--- src/rtl/load_store_unit_if.sv ---
// CPU request/response channel and single-port RAM port of the load/store unit.
// The unit connects through the slave modport; the CPU/RAM side uses master.
interface load_store_unit_if;
    logic        req_valid;
    logic        req_ready;
    logic        req_we;
    logic [2:0]  req_funct3;
    logic [31:0] req_addr;
    logic [31:0] req_wdata;
    logic        resp_valid;
    logic [31:0] resp_rdata;
    logic        resp_err;
    logic [11:0] ram_address;
    logic [31:0] ram_data_in;
    logic        ram_store;
    logic        ram_load;
    logic [31:0] ram_data_out;

    modport master (
        output req_valid, req_we, req_funct3, req_addr, req_wdata, ram_data_out,
        input  req_ready, resp_valid, resp_rdata, resp_err,
        input  ram_address, ram_data_in, ram_store, ram_load
    );

    modport slave (
        input  req_valid, req_we, req_funct3, req_addr, req_wdata, ram_data_out,
        output req_ready, resp_valid, resp_rdata, resp_err,
        output ram_address, ram_data_in, ram_store, ram_load
    );
endinterface

--- src/rtl/load_store_unit.sv ---
// RV32I load/store unit in front of a one-cycle-latency word RAM.
// Sub-word stores are done as read-modify-write: LOAD, WAIT, WRITE.
module load_store_unit (
    input  logic             clk,
    input  logic             reset,
    load_store_unit_if.slave bus
);
    typedef enum logic [2:0] {IDLE, LOAD, WAIT, WRITE, DONE} state_t;

    state_t      state_q, state_d;
    logic        we_q, we_d;
    logic [2:0]  funct3_q, funct3_d;
    logic [1:0]  offset_q, offset_d;
    logic [15:0] wdata_q, wdata_d;
    logic        err_q, err_d;
    logic [31:0] rdata_q, rdata_d;
    logic [11:0] ram_address_q, ram_address_d;
    logic [31:0] ram_data_in_q, ram_data_in_d;
    logic        req_err;

    function automatic logic [31:0] extend_load(input logic [31:0] word,
                                                input logic [2:0]  funct3,
                                                input logic [1:0]  offset);
        logic [7:0]  b;
        logic [15:0] h;
        b = word[{offset, 3'b000} +: 8];
        h = word[{offset[1], 4'b0000} +: 16];
        case (funct3)
            3'b000:  extend_load = {{24{b[7]}}, b};
            3'b100:  extend_load = {24'h0, b};
            3'b001:  extend_load = {{16{h[15]}}, h};
            3'b101:  extend_load = {16'h0, h};
            default: extend_load = word;
        endcase
    endfunction

    function automatic logic [31:0] merge_store(input logic [31:0] word,
                                                input logic [15:0] wdata,
                                                input logic        half,
                                                input logic [1:0]  offset);
        logic [31:0] m;
        m = word;
        if (half) m[{offset[1], 4'b0000} +: 16] = wdata;
        else      m[{offset, 3'b000} +: 8]      = wdata[7:0];
        return m;
    endfunction

    always_comb begin
        req_err = 1'b0;
        case (bus.req_funct3)
            3'b000, 3'b100: req_err = 1'b0;
            3'b001, 3'b101: req_err = bus.req_addr[0];
            3'b010:         req_err = |bus.req_addr[1:0];
            default:        req_err = 1'b1;
        endcase
        if (bus.req_we && bus.req_funct3[2]) req_err = 1'b1;
        if (|bus.req_addr[31:14])            req_err = 1'b1;
    end

    always_comb begin
        // NOTE: every variable gets a default before the case, so no path leaves one unassigned and no latch is inferred.
        state_d       = state_q;
        we_d          = we_q;
        funct3_d      = funct3_q;
        offset_d      = offset_q;
        wdata_d       = wdata_q;
        err_d         = err_q;
        rdata_d       = rdata_q;
        ram_address_d = ram_address_q;
        ram_data_in_d = ram_data_in_q;
        case (state_q)
            IDLE: begin
                if (bus.req_valid) begin
                    we_d          = bus.req_we;
                    funct3_d      = bus.req_funct3;
                    offset_d      = bus.req_addr[1:0];
                    wdata_d       = bus.req_wdata[15:0];
                    ram_address_d = bus.req_addr[13:2];
                    err_d         = req_err;
                    rdata_d       = '0;
                    if (req_err) begin
                        state_d = DONE;
                    end else if (bus.req_we && bus.req_funct3 == 3'b010) begin
                        ram_data_in_d = bus.req_wdata;
                        state_d       = WRITE;
                    end else begin
                        state_d = LOAD;
                    end
                end
            end
            LOAD:  state_d = WAIT;
            WAIT: begin
                // Sub-word stores merge into the word just read; loads keep the extended result.
                if (we_q) begin
                    ram_data_in_d = merge_store(bus.ram_data_out, wdata_q, funct3_q[0], offset_q);
                    state_d       = WRITE;
                end else begin
                    rdata_d = extend_load(bus.ram_data_out, funct3_q, offset_q);
                    state_d = DONE;
                end
            end
            WRITE:   state_d = DONE;
            DONE:    state_d = IDLE;
            default: state_d = IDLE;
        endcase
    end

    // NOTE: sequential state uses non-blocking assignments so every register samples pre-edge values.
    always_ff @(posedge clk or posedge reset) begin
        if (reset) begin
            state_q       <= IDLE;
            we_q          <= 1'b0;
            funct3_q      <= 3'b000;
            offset_q      <= 2'b00;
            wdata_q       <= '0;
            err_q         <= 1'b0;
            rdata_q       <= '0;
            ram_address_q <= '0;
            ram_data_in_q <= '0;
        end else begin
            state_q       <= state_d;
            we_q          <= we_d;
            funct3_q      <= funct3_d;
            offset_q      <= offset_d;
            wdata_q       <= wdata_d;
            err_q         <= err_d;
            rdata_q       <= rdata_d;
            ram_address_q <= ram_address_d;
            ram_data_in_q <= ram_data_in_d;
        end
    end

    assign bus.req_ready   = (state_q == IDLE);
    assign bus.resp_valid  = (state_q == DONE);
    assign bus.resp_err    = (state_q == DONE) && err_q;
    assign bus.resp_rdata  = (state_q == DONE) ? rdata_q : 32'h0;
    assign bus.ram_load    = (state_q == LOAD);
    assign bus.ram_store   = (state_q == WRITE);
    assign bus.ram_address = ram_address_q;
    assign bus.ram_data_in = ram_data_in_q;
endmodule

--- src/flat_wrapper.sv ---
// flat-port wrapper written by rule: the top's interface ports become plain ports
module load_store_unit_flat 
  (clk, reset, bus_req_valid, bus_req_we, bus_req_funct3, bus_req_addr, bus_req_wdata, bus_ram_data_out, bus_req_ready, bus_resp_valid, bus_resp_rdata, bus_resp_err, bus_ram_address, bus_ram_data_in, bus_ram_store, bus_ram_load);
  load_store_unit_if bus_i ();
  input  logic clk;
  input  logic reset;
  input wire logic [$bits(bus_i.req_valid)-1:0] bus_req_valid;
  input wire logic [$bits(bus_i.req_we)-1:0] bus_req_we;
  input wire logic [$bits(bus_i.req_funct3)-1:0] bus_req_funct3;
  input wire logic [$bits(bus_i.req_addr)-1:0] bus_req_addr;
  input wire logic [$bits(bus_i.req_wdata)-1:0] bus_req_wdata;
  input wire logic [$bits(bus_i.ram_data_out)-1:0] bus_ram_data_out;
  output wire logic [$bits(bus_i.req_ready)-1:0] bus_req_ready;
  output wire logic [$bits(bus_i.resp_valid)-1:0] bus_resp_valid;
  output wire logic [$bits(bus_i.resp_rdata)-1:0] bus_resp_rdata;
  output wire logic [$bits(bus_i.resp_err)-1:0] bus_resp_err;
  output wire logic [$bits(bus_i.ram_address)-1:0] bus_ram_address;
  output wire logic [$bits(bus_i.ram_data_in)-1:0] bus_ram_data_in;
  output wire logic [$bits(bus_i.ram_store)-1:0] bus_ram_store;
  output wire logic [$bits(bus_i.ram_load)-1:0] bus_ram_load;
  assign bus_i.req_valid = bus_req_valid;
  assign bus_i.req_we = bus_req_we;
  assign bus_i.req_funct3 = bus_req_funct3;
  assign bus_i.req_addr = bus_req_addr;
  assign bus_i.req_wdata = bus_req_wdata;
  assign bus_i.ram_data_out = bus_ram_data_out;
  assign bus_req_ready = bus_i.req_ready;
  assign bus_resp_valid = bus_i.resp_valid;
  assign bus_resp_rdata = bus_i.resp_rdata;
  assign bus_resp_err = bus_i.resp_err;
  assign bus_ram_address = bus_i.ram_address;
  assign bus_ram_data_in = bus_i.ram_data_in;
  assign bus_ram_store = bus_i.ram_store;
  assign bus_ram_load = bus_i.ram_load;
  load_store_unit u_core (.clk(clk), .reset(reset), .bus(bus_i));
endmodule
--- config.mk ---
export PLATFORM = sky130hd
export DESIGN_NAME = load_store_unit_flat
export DESIGN_NICKNAME = d
export VERILOG_FILES = /design/src/rtl/load_store_unit_if.sv /design/src/rtl/load_store_unit.sv /design/src/flat_wrapper.sv
export SDC_FILE = /design/constraint.sdc
export NUM_CORES = 1
export LEC_CHECK = 0
export ABC_AREA = 1
export BUFFER_PORTS_ARGS = -buffer_cell sky130_fd_sc_hd__buf_2
export CORE_ASPECT_RATIO = 0.75
export CORE_MARGIN = 2
export CORE_UTILIZATION = 30
export CTS_CLUSTER_DIAMETER = 50
export CTS_CLUSTER_SIZE = 12
export DETAILED_ROUTE_END_ITERATION = 7
export PLACE_DENSITY_LB_ADDON = 0.05
export SETUP_SLACK_MARGIN = 0.3
export SLEW_MARGIN = 20
export SYNTH_ARGS = -nofsm -noshare
export SYNTH_HDL_FRONTEND = slang
export SYNTH_SLANG_ARGS = --single-unit
export TNS_END_PERCENT = 30
--- constraint.sdc ---
create_clock -name clk -period 6.2 [get_ports clk]
set_input_delay 0.62 -clock clk [delete_from_list [all_inputs] [get_ports clk]]
set_output_delay 0.62 -clock clk [all_outputs]
set_load 0.005 [all_outputs]
==> results.yml, run 1 <==
yosys:
  synth-edff-count: 0
  syn_area_sq_um: 6390
  ys_seq_elements: 102
  yosys_warnings: 0
  synth_nets: 1015
  synth.most_common_cell: "nand2_1"
  yosys-top-cells-area: "dfrtp_1 40%, nand2_1 14%, nor2_1 6.9%, inv_1 5.6%, o21ai_0 5.6%"
  synth_ff_type: "dfrtp_1"
  synthArstFlopShare: 1.00
  syn_area_per_cell_sq_um: 7.04
  synth.distinct_cells: 39
  synth_area_leader_cell: "dfrtp_1"
  synthCells: 907
  yosysSeqAreaShare: 0.400
  yosys-top-cells-count: "245 x nand2_1, 117 x nor2_1, 102 x dfrtp_1"
  yosysTopAreaCellShare: 0.400
setup_path:
  endpoint: "bus_resp_rdata[0]"
  regToRegStartpoint: "u_core.offset_q[0]"
  cpPeakStageDelay_ns: 0.80
  cp-start-kind: "flop"
  required_ns: 5.58
  critPathTopFamily: "buffers and inverters"
  path_buf_inv: 2
  crit_chain: "nor3_1 > clkinv_1 > nor2_1 > buf_2"
  crit_cells: 4
  startpoint: "u_core.state_q[1]"
  endpoint_kind: "primary output"
  r2r-end: "u_core.bus.ram_data_in[18]"
  rr_worst_depth: 10
  cp_max_fo: 33
  arrival_ns: 2.45
  regToRegSetupSlack_ns: 3.33
  crit_slowest_cell: "clkinv_1"
  worstSetupPathType: "flop to primary output"
sta:
  rsz0062_at_grt: "false"
  setup_viol: 0
  finalWorstSetupSlack_ns: 3.13
  hold_violations: 0
  fin_tns_setup_ns: 0
  worst_slew_pin_slew_ns: 1.01
  post-route-period-util: 0.494
  fmax_mhz: 326
  slew_viol_final: 0
  finClkSkew_ns: 0.0132
  period_needed_ns: 3.07
  whs_ns: 0.316
  relSlewSlack: 0.327
routing:
  ant_nets: 0
  drcViolationCount: 0
  drt_iter0_drc: 510
  avgViaCountPerCell: 4.80
  wl_um: 23300
  first_pass_iters: 7
  vias: 6477
  wl_per_cell_um: 17.3
clock_tree:
  cts-root-buf: "clkbuf_16"
  cts_tree: "done"
  cts_buffers: 9
  ctsHoldBuffers: 0
  htree_levels: 3
  clock_latency_ns: 0.37
  clk_path_buf_depth: 2
  postCtsSetupBuffers: 0
  clkTransAtPathRegs_ns: 0.08
  cts_sinks: 102
  cts_resized: 0
placement:
  gp_congestion: 0.881
  portBuffers: 183
  placed_cells: 1332
  dpl_cell_area_sq_um: 7380
  place_ws_ns: 3.40
  place_hpwl_um: 17200
cells_and_area:
  drive_gt1_frac: 0.236
  fin_cells: 1348
  post-route-util: 0.366
  nNetsFinal: 1163
  area_delta_synth_final_pct: 20.4
  num_antenna_cells: 0
  final_area_sq_um: 7690
global_routing:
  gr-total-overflow: 0
  busiest_layer: "met2"
  grt_pass1_wl_um: 35900
  antenna_found_initial: 3
  use_met3: 0.0440
  grt_pass1_vias: 6188
  grt_usage: 0.211
  grtUsageMet2: 0.317
  grt_max_degree: 59
  met1_usage: 0.312
floorplan:
  die_x_um: 172
  fp.dieH_um: 130
  rows: 46
  ios: 184
  die-area_sq_um: 22500
  start_util: 0.304
  core_sq_um: 21000
power_and_ir_drop:
  leakagePower_nw: 4.06
  ir_drop_mv: 0.203
  power_density_nw_per_um2: 374
  power.total_mw: 2.87
run_status:
  status: "completed"
hold_path:
  hp-class: "primary input to asynchronous set/reset pin"
run:
  max_cap_viol_count: 0
-- placed cells by master, fill, tap and decap left out, types with 3 or more instances in the layout --
master,n
nand2_1,245
buf_2,183
nor2_1,117
dfrtp_1,102
inv_1,93
o21ai_0,71
a21oi_1,60
nand3_1,54
o211ai_1,17
o21ai_1,15
o22ai_1,12
o22ai_2,10
inv_2,9
clkbuf_16,9
nand2_2,7
nor2_2,5
ha_1,5
buf_4,4
nor2_4,3
nand2_4,3
o21ai_2,3
nor3_1,3
o2111ai_1,3
o31ai_1,3
-- where the power goes --
| part | leakage [nW] | switching (mW) | internal, mW |
|---|---|---|---|
| combinational | 2.56 | 0.888 | 0.387 |
| clock | 0.144 | 0.310 | 0.287 |
| sequential | 1.35 | 0.166 | 0.833 |
-- sequential cells by signal, indices dropped and copies added (netlist names) --
signal and count:
u_core.wdata_q 16, u_core.we_q 1, u_core.state_q 3, u_core.funct3_q 3
u_core.bus.ram_address 12, u_core.rdata_q 32, u_core.bus.ram_data_in 32, u_core.err_q 1
u_core.offset_q 2
-- per-layer routing --
layer,part of all wire,vias up
met1,0.50,3024
li1,-,3217
met4,0.014,4
met3,0.059,21
met2,0.42,211
met5,0.0012,-
-- worst min-delay path by stage --
| stage | end | cells past startpoint |
|---|---|---|
| 3_5_place_dp | u_core.bus.ram_data_in[24] | 2 |
| 3_3_place_gp | u_core.bus.ram_data_in[7] | 2 |
| 2_1_floorplan | u_core.rdata_q[10] | 2 |
| 4_1_cts | u_core.wdata_q[2] | 2 |
| 5_1_grt | u_core.wdata_q[4] | 2 |
| 6_report | u_core.wdata_q[4] | 2 |
-- area by class of cell --
| cell class | instances | area (sq um) |
|---|---|---|
| clock buffers | 9 | 225 |
| clock inverters | 7 | 77.6 |
| fillers | 2357 | 13300 |
| inverters | 105 | 398 |
| multi-input cells | 650 | 3130 |
| flip-flops and latches | 102 | 2550 |
| well taps | 288 | 360 |
| repair buffers | 187 | 946 |
-- logic make-up (layout without fill, tap and decap cells) --
family                     Yosys count  in the layout  synth area share
DFF                                102            102             0.400
buffers and inverters              155            308             0.111
adders and majority gates            5              5           0.00980
AOI/OAI and AO/OA                  201            201             0.188
and+or+nand+nor                    444            444             0.292
No activity file was read; power rests on OpenSTA's default activity.
==> run 2, diff against run 1 <==
clock period = 2.8 ns   (was 6.2 ns; I/O delays follow)
==> run 2 against run 1 <==
  * Largest cell class unchanged
  * Clock power up 120%
  * Die area unchanged
  * Register-to-register slack worse by 2.6 ns
  * Sequential cell count unchanged
  * Largest power group unchanged
==> results.yml, run 2 (same netlist as run 1, synthesis figures left out) <==
clock_tree:
  cts-root-buf: "clkbuf_16"
  clock_latency_ns: 0.36
  htree_levels: 3
  postCtsSetupBuffers: 0
  ctsHoldBuffers: 0
  cts_tree: "done"
  clk_path_buf_depth: 2
  clkTransAtPathRegs_ns: 0.08
  cts_resized: 0
  cts_buffers: 9
  cts_sinks: 102
sta:
  whs_ns: 0.0514
  worst_slew_pin_slew_ns: 0.675
  hold_violations: 0
  fmax_mhz: 476
  post-route-period-util: 0.750
  rsz0062_at_grt: "false"
  period_needed_ns: 2.10
  fin_tns_setup_ns: 0
  slew_viol_final: 0
  finClkSkew_ns: 0.0158
  relSlewSlack: 0.549
  setup_viol: 0
run_status:
  status: "completed"
cells_and_area:
  nNetsFinal: 1172
  post-route-util: 0.370
  fin_cells: 1358
  drive_gt1_frac: 0.242
  area_delta_synth_final_pct: 21.7
  layout_commonest_cell: "nand2_1"
  layout_common_cells: "245 x nand2_1, 183 x buf_2, 117 x nor2_1"
routing:
  ant_nets: 0
  first_pass_iters: 6
  wl_met3_um: 1490
  avgViaCountPerCell: 4.78
  drt_iter0_drc: 494
  drcViolationCount: 0
  vias: 6491
  met1Wirelength_um: 11400
  top_layer: "met5"
  wl_per_cell_um: 17.0
  dr_wl_met2_um: 9770
  wl_um: 23000
global_routing:
  grt_pass1_vias: 6175
  antenna_found_initial: 3
  grt_usage: 0.207
  gr-total-overflow: 0
  grt_max_degree: 103
  grt_pass1_wl_um: 35400
setup_path:
  crit_chain: "nor3_1 > inv_1 > buf_4 > nor2_1 > buf_2"
  cp-start-kind: "flop"
  worstSetupPathType: "flop to primary output"
  cpPeakStageDelay_ns: 0.43
  critPathTopFamily: "simple AND/OR/NAND/NOR gates"
  required_ns: 2.52
  cp_max_fo: 33
  arrival_ns: 1.82
  endpoint_kind: "primary output"
  crit_slowest_cell: "dfrtp_1"
  path_buf_inv: 3
floorplan:
  die-area_sq_um: 22500
  rows: 46
  ios: 184
  core_sq_um: 21000
  start_util: 0.304
  fp.dieH_um: 130
  die_x_um: 172
run:
  max_cap_viol_count: 0
placement:
  place_hpwl_um: 17200
  gp_congestion: 0.861
  placed_cells: 1341
  portBuffers: 183
power_and_ir_drop:
  power_density_nw_per_um2: 822
  ir_drop_mv: 0.418
  leakagePower_nw: 4.10
hold_path:
  hp-class: "primary input to asynchronous set/reset pin"
## run 2: metal layers
metal / global-route usage / vias to the layer above
li1: - / 3233
met1: 0.304 / 3011
met2: 0.310 / 214
met3: 0.0449 / 29
met4: 0.0509 / 4
met5: 0 / -
## run 2: layout make-up
type | count | area [sq um]
Clock inverter | 7 | 66.3
Timing Repair Buffer | 196 | 1040
Tap cell | 288 | 360
Fill cell | 2356 | 13200
Clock buffer | 9 | 225
Multi-Input combinational cell | 650 | 3130
Inverter | 105 | 399
Antenna cell | 1 | 2.50
Sequential cell | 102 | 2550
## run 2: power breakdown
group / leakage (nW) / switching [mW] / internal (mW)
Combinational: 2.61 / 2.03 / 0.928
Sequential: 1.35 / 0.285 / 1.85
Clock: 0.142 / 0.662 / 0.627
## run 2: worst paths after layout
check	startpoint	depth (start not counted)	slack, ns	end
max	u_core.state_q[1]	5	0.70	bus_resp_rdata[12]
min	reset	3	0.05	u_core.bus.ram_address[11]
max reg2reg	u_core.offset_q[1]	10	0.75	u_core.bus.ram_data_in[20]
min reg2reg	u_core.bus.ram_data_in[17]	2	0.47	u_core.bus.ram_data_in[17]
max in group asynchronous	reset	3	2.24	u_core.wdata_q[8]
min in group clk	bus_req_addr[4]	3	0.10	u_core.bus.ram_address[2]
## run 2: worst register-to-register path, delay by kind of cell, from the launching register on
| family | cells | cell delay [ns] |
|---|---|---|
| simple gates | 6 | 0.93 |
| flops | 1 | 0.37 |
| compound gates | 1 | 0.13 |
| buf+inv | 2 | 0.21 |
| fa+ha+maj | 1 | 0.36 |
## run 2: stage by stage
step	cell area (sq um)	setup WS [ns]	power, mW
2_1_floorplan	6390	0.934	4.17
3_3_place_gp	7480	0.779	5.14
3_5_place_dp	7480	0.768	5.12
4_1_cts	7770	0.704	6.43
5_1_grt	7770	0.507	6.90
6_report	7770	0.701	6.39
